**src/rtl/pipe_mux_if.sv**
```systemverilog
// Handshake bundle for pipe_mux: lane offer on the upstream side, registered word on the downstream side.
interface pipe_mux_if #(
  parameter int WIDTH  = 32,
  parameter int NUM_IN = 3,
  parameter int SEL_W  = $clog2(NUM_IN)
);
  logic [NUM_IN*WIDTH-1:0] data_in;
  logic [SEL_W-1:0]        sel;
  logic                    in_valid;
  logic                    in_ready;
  logic [WIDTH-1:0]        out_data;
  logic                    out_valid;
  logic                    out_ready;
  logic                    sel_err;
  logic [7:0]              err_cnt;

  modport master (
    output data_in, sel, in_valid, out_ready,
    input  in_ready, out_data, out_valid, sel_err, err_cnt
  );

  modport slave (
    input  data_in, sel, in_valid, out_ready,
    output in_ready, out_data, out_valid, sel_err, err_cnt
  );
endinterface

```
**src/rtl/pipe_mux.sv**
```systemverilog
// Registered lane selector with a head+skid store so in_ready never depends on out_ready.
// Optional feature: define PIPE_MUX_ERR_CNT_EN to get the saturating out-of-range select counter.
module pipe_mux #(
  parameter int WIDTH  = 32,
  parameter int NUM_IN = 3,
  parameter int SEL_W  = $clog2(NUM_IN)
) (
  input logic     clk,
  input logic     rst_n,
  pipe_mux_if.slave bus
);

  typedef enum logic [1:0] {EMPTY = 2'd0, ONE = 2'd1, FULL = 2'd2} state_t;

  state_t           state_reg;
  logic [WIDTH-1:0] head_data_reg;
  logic             head_err_reg;
  logic [WIDTH-1:0] skid_data_reg;
  logic             skid_err_reg;
  logic             out_valid_reg;
  logic             in_ready_reg;

  logic [WIDTH-1:0] lanes [NUM_IN];
  logic [WIDTH-1:0] lane_word;
  logic             sel_bad;
  logic             accept;
  logic             consume;

  for (genvar gi = 0; gi < NUM_IN; gi++) begin : g_lane
    assign lanes[gi] = bus.data_in[gi*WIDTH +: WIDTH];
  end

  // An out-of-range select matches no lane, so the word falls through to zero.
  always_comb begin
    lane_word = '0;
    for (int k = 0; k < NUM_IN; k++) begin
      if (bus.sel == SEL_W'(k)) lane_word = lanes[k];
    end
  end

  assign sel_bad = !(32'(bus.sel) < NUM_IN);
  assign accept  = bus.in_valid && in_ready_reg;
  assign consume = out_valid_reg && bus.out_ready;

  always_ff @(posedge clk or negedge rst_n) begin
    if (!rst_n) begin
      state_reg     <= EMPTY;
      head_data_reg <= '0;
      head_err_reg  <= 1'b0;
      skid_data_reg <= '0;
      skid_err_reg  <= 1'b0;
      out_valid_reg <= 1'b0;
      in_ready_reg  <= 1'b0;
    end else begin
      in_ready_reg <= 1'b1;
      case (state_reg)
        EMPTY: begin
          if (accept) begin
            head_data_reg <= lane_word;
            head_err_reg  <= sel_bad;
            out_valid_reg <= 1'b1;
            state_reg     <= ONE;
          end
        end
        ONE: begin
          if (accept && !consume) begin
            skid_data_reg <= lane_word;
            skid_err_reg  <= sel_bad;
            in_ready_reg  <= 1'b0;
            state_reg     <= FULL;
          end else if (accept && consume) begin
            head_data_reg <= lane_word;
            head_err_reg  <= sel_bad;
          end else if (consume) begin
            // Clearing the tag keeps sel_err low whenever nothing is presented.
            head_err_reg  <= 1'b0;
            out_valid_reg <= 1'b0;
            state_reg     <= EMPTY;
          end
        end
        FULL: begin
          if (consume) begin
            head_data_reg <= skid_data_reg;
            head_err_reg  <= skid_err_reg;
            state_reg     <= ONE;
          end else begin
            in_ready_reg  <= 1'b0;
          end
        end
        default: begin
          out_valid_reg <= 1'b0;
          head_err_reg  <= 1'b0;
          state_reg     <= EMPTY;
        end
      endcase
    end
  end

  assign bus.in_ready  = in_ready_reg;
  assign bus.out_valid = out_valid_reg;
  assign bus.out_data  = head_data_reg;
  assign bus.sel_err   = head_err_reg;

`ifdef PIPE_MUX_ERR_CNT_EN
  logic [7:0] err_cnt_reg;

  always_ff @(posedge clk or negedge rst_n) begin
    if (!rst_n) begin
      err_cnt_reg <= 8'd0;
    end else if (accept && sel_bad && (err_cnt_reg != 8'hff)) begin
      err_cnt_reg <= err_cnt_reg + 8'd1;
    end
  end

  assign bus.err_cnt = err_cnt_reg;
`else
  assign bus.err_cnt = 8'd0;
`endif

endmodule

```
**src/flat_wrapper.sv**
```systemverilog
// flat-port wrapper written by rule: the top's interface ports become plain ports
module pipe_mux_flat 
#(
  parameter int WIDTH  = 32,
  parameter int NUM_IN = 3,
  parameter int SEL_W  = $clog2(NUM_IN)
)
  (clk, rst_n, bus_data_in, bus_sel, bus_in_valid, bus_out_ready, bus_in_ready, bus_out_data, bus_out_valid, bus_sel_err, bus_err_cnt);
  pipe_mux_if #(.WIDTH(WIDTH), .NUM_IN(NUM_IN), .SEL_W(SEL_W)) bus_i ();
  input logic clk;
  input logic rst_n;
  input wire logic [$bits(bus_i.data_in)-1:0] bus_data_in;
  input wire logic [$bits(bus_i.sel)-1:0] bus_sel;
  input wire logic [$bits(bus_i.in_valid)-1:0] bus_in_valid;
  input wire logic [$bits(bus_i.out_ready)-1:0] bus_out_ready;
  output wire logic [$bits(bus_i.in_ready)-1:0] bus_in_ready;
  output wire logic [$bits(bus_i.out_data)-1:0] bus_out_data;
  output wire logic [$bits(bus_i.out_valid)-1:0] bus_out_valid;
  output wire logic [$bits(bus_i.sel_err)-1:0] bus_sel_err;
  output wire logic [$bits(bus_i.err_cnt)-1:0] bus_err_cnt;
  assign bus_i.data_in = bus_data_in;
  assign bus_i.sel = bus_sel;
  assign bus_i.in_valid = bus_in_valid;
  assign bus_i.out_ready = bus_out_ready;
  assign bus_in_ready = bus_i.in_ready;
  assign bus_out_data = bus_i.out_data;
  assign bus_out_valid = bus_i.out_valid;
  assign bus_sel_err = bus_i.sel_err;
  assign bus_err_cnt = bus_i.err_cnt;
  pipe_mux #(.WIDTH(WIDTH), .NUM_IN(NUM_IN), .SEL_W(SEL_W)) u_core (.clk(clk), .rst_n(rst_n), .bus(bus_i));
endmodule
```
**config.mk**
```make
export PLATFORM = sky130hd
export DESIGN_NAME = pipe_mux_flat
export DESIGN_NICKNAME = d
export VERILOG_FILES = /design/src/rtl/pipe_mux_if.sv /design/src/rtl/pipe_mux.sv /design/src/flat_wrapper.sv
export SDC_FILE = /design/constraint.sdc
export NUM_CORES = 1
export LEC_CHECK = 0
export CORE_ASPECT_RATIO = 0.5
export CORE_MARGIN = 2
export CORE_UTILIZATION = 45
export DETAILED_ROUTE_END_ITERATION = 6
export GPL_ROUTABILITY_DRIVEN = 1
export GPL_TIMING_DRIVEN = 0
export PLACE_DENSITY = 0.81
export SYNTH_ARGS = -nofsm -noshare
export SYNTH_HDL_FRONTEND = slang
export SYNTH_SLANG_ARGS = --single-unit
```
**constraint.sdc**
```tcl
create_clock -name clk -period 2.4 [get_ports clk]
set_input_delay 0.24 -clock clk [delete_from_list [all_inputs] [get_ports clk]]
set_output_delay 0.24 -clock clk [all_outputs]
set_load 0.03 [all_outputs]
```
==> results.txt <==
Vias in the first global route - 3281
Final min period - 1930 ps
Wire per inst - 16.6 µm
Inserted Diodes - 0
Nets - 593
Pin count of the biggest net entering global routing - 71
Clock Latency Late Sink - 340 ps
Violation count after the first detailed-route iteration - 225
Setup crit end kind - register
Max-Cap Viols - 0
Port bufs - 134
Routed vias/inst - 5.17
Number of library cell types mapped by synthesis - 34
Routability cong. - 0.819
Core Box Area - 8200 µm²
TritonCTS clock tree - yes
Peak Freq - 0.517 GHz
Clk slew on worst S/H paths - 50 ps
DP Area - 5390 µm²
Routed Antenna Nets - 0
Post-Syn Area - 3890 µm²
Area growth, synth to finish - 47.0%
Setup TNS - 0 ps
First-pass GRT wire length - 16600 µm
First drt pass iteration count - 4
Die area - 9440 µm²
Total grt overflow - 0
Syn Area/Cell - 11.6 µm²
Placed Cells - 588
Max FO, Critical Path - 10
Fin util - 0.696
RR Startpoint - u_core.state_reg[1]
Worst EP required - 2610 ps
Post-CTS setup buffers - 0
Num CTS Buffers - 9
R2R setup slack - 470 ps
CTS root buf - clkbuf_16
# resized after CTS - 0
Initial antenna violation count - 0
Final clock period utilization by the worst path - 0.806
Final hold vios - 0
Hold WC Path Type - input port to asynchronous set/reset pin
Non-filler cells, final - 604
LEAKAGE - 2.46 nW
Routed WL - 10000 µm
Seq/Total Area, Yosys - 0.451
CTS Buffer Depth - 2
Final Setup Violations - 0
Worst relative slew slack - 0.401
# hold bufs at CTS - 0
Worst Tran Pin Value - 899 ps
Clock Sinks - 70
Dpl hpwl - 7360 µm
Number of synthesized register bits - 70
Worst vdd ir - 0.000603 V
Final instance area - 5710 µm²
Unrepaired setup endpoints after global routing - false
Row Count - 23
PwrDens - 1150 nW/µm²
Mapped Cells - 335
Share of layout cells above drive strength 1 - 0.205
Boundary Pins - 145
Initial core utilization - 0.474
All-Layer GR Usage - 0.225
Setup Crit Path Kind - register to register
Worst R2R End - u_core.bus.out_data[0]
Synth warn - 0
Clock skew after layout - 5.89 ps
Status - finished clean
Final Max Tran Viols - 0
Vias post-DR - 3124
Clock H-tree levels - 3
Crit start category - register
Die height - 69.7 µm
DRC viols - 0
R2R depth - 8
WP data arrival - 2150 ps
Die X-Extent - 135 µm
cell type report:
type / count / area, µm²
plain buffers: 35 / 241
clock buffers: 13 / 280
clock inverters: 3 / 40.0
fillers: 620 / 2490
inverters: 2 / 7.51
multi-input cells: 235 / 1910
flip-flops and latches: 70 / 1750
well taps: 112 / 140
repair buffers: 134 / 1340
logic make-up after synthesis:
kind of cell	after synthesis	synth area share
adder cells (fa/ha/maj)	4	0.0129
AO/OA/AOI/OAI	80	0.155
XOR/XNOR	1	0.00225
buffers and inverters	37	0.0641
multiplexers	98	0.263
flip-flops	70	0.451
AND/OR/NAND/NOR	44	0.0515
other	1	0.000965
layout by cell type (no fill, tap or decap), types with 7 or more instances in the layout:
master / netlist / final
clkbuf_8: 3 / 7
o21ai_1: 20 / 20
mux2i_1: 65 / 65
clkbuf_16: 0 / 9
o2bb2ai_1: 32 / 32
buf_2: 16 / 16
nand2_1: 32 / 32
o21ai_2: 12 / 12
clkdlybuf4s50_1: 0 / 133
conb_1: 1 / 8
dfrtp_1: 70 / 70
buf_4: 8 / 9
mux2_2: 33 / 33
worst max-delay path: stages, from the launching register on:
cell and delay, ps:
dfrtp_1 420, inv_1 90, ha_1 250, a21boi_0 180, a2111o_1 410, buf_6 160
buf_6 160, nand2_1 80, o21ai_1 80
worst max path at each step:
stage,depth (start not counted),endpoint,slack [ps],start
6_report,8,u_core.bus.out_data[0],470,u_core.state_reg[1]
5_1_grt,8,u_core.bus.out_data[21],350,u_core.state_reg[1]
4_1_cts,8,u_core.bus.out_data[0],470,u_core.state_reg[1]
3_5_place_dp,5,u_core.skid_data_reg[9],390,bus_out_ready
3_3_place_gp,1,u_core.bus.out_data[27],-1320,rst_n
2_1_floorplan,8,u_core.bus.out_data[23],690,u_core.state_reg[1]
power by group:
group	switching (W)	total (W)	internal (W)
Sequential	0.000296	0.00200	0.00171
Combinational	0.00168	0.00318	0.00149
Clock	0.000491	0.00140	0.000914
Yosys cell counts (all sizes together):
| master | instances | area [µm²] |
|---|---|---|
| or2 | 2 | 12.5 |
| a22o | 1 | 8.76 |
| clkbuf | 7 | 56.3 |
| a2111o | 1 | 11.3 |
| nor3 | 1 | 5.00 |
| buf | 28 | 185 |
| a21boi | 3 | 22.5 |
| o32a | 1 | 11.3 |
| mux2 | 33 | 372 |
| o2bb2ai | 32 | 280 |
| conb | 1 | 3.75 |
| a21o | 1 | 7.51 |
| nor4b | 1 | 8.76 |
| a2bb2oi | 1 | 8.76 |
| nor2b | 1 | 6.26 |
| o21ai | 34 | 215 |
| nand4 | 2 | 18.8 |
| inv | 2 | 7.51 |
| ha | 4 | 50.1 |
| mux2i | 65 | 651 |
| a21oi | 3 | 15.0 |
| nor2 | 1 | 3.75 |
| dfrtp | 70 | 1750 |
| a31oi | 2 | 12.5 |
| nand2 | 36 | 145 |
| xnor2 | 1 | 8.76 |
| o21bai | 1 | 7.51 |
routing by layer:
metal	routed length (µm)	track usage	up-vias
met5	0	0	-
met1	4340	0.280	1535
met4	88	0.0475	0
met3	405	0.0636	10
met2	5210	0.394	67
li1	-	-	1512
stage by stage:
step / hold WS (ps) / power [W] / setup slack [ps]
after floorplan: -55.6 / 0.00409 / 692
after global placement: 461 / 0.00510 / -1320
after detailed placement: 427 / 0.00521 / 394
after CTS: 67.2 / 0.00664 / 469
after global routing: 113 / 0.00696 / 350
final: 26.8 / 0.00658 / 465
(Power assumes the default switching activity.)
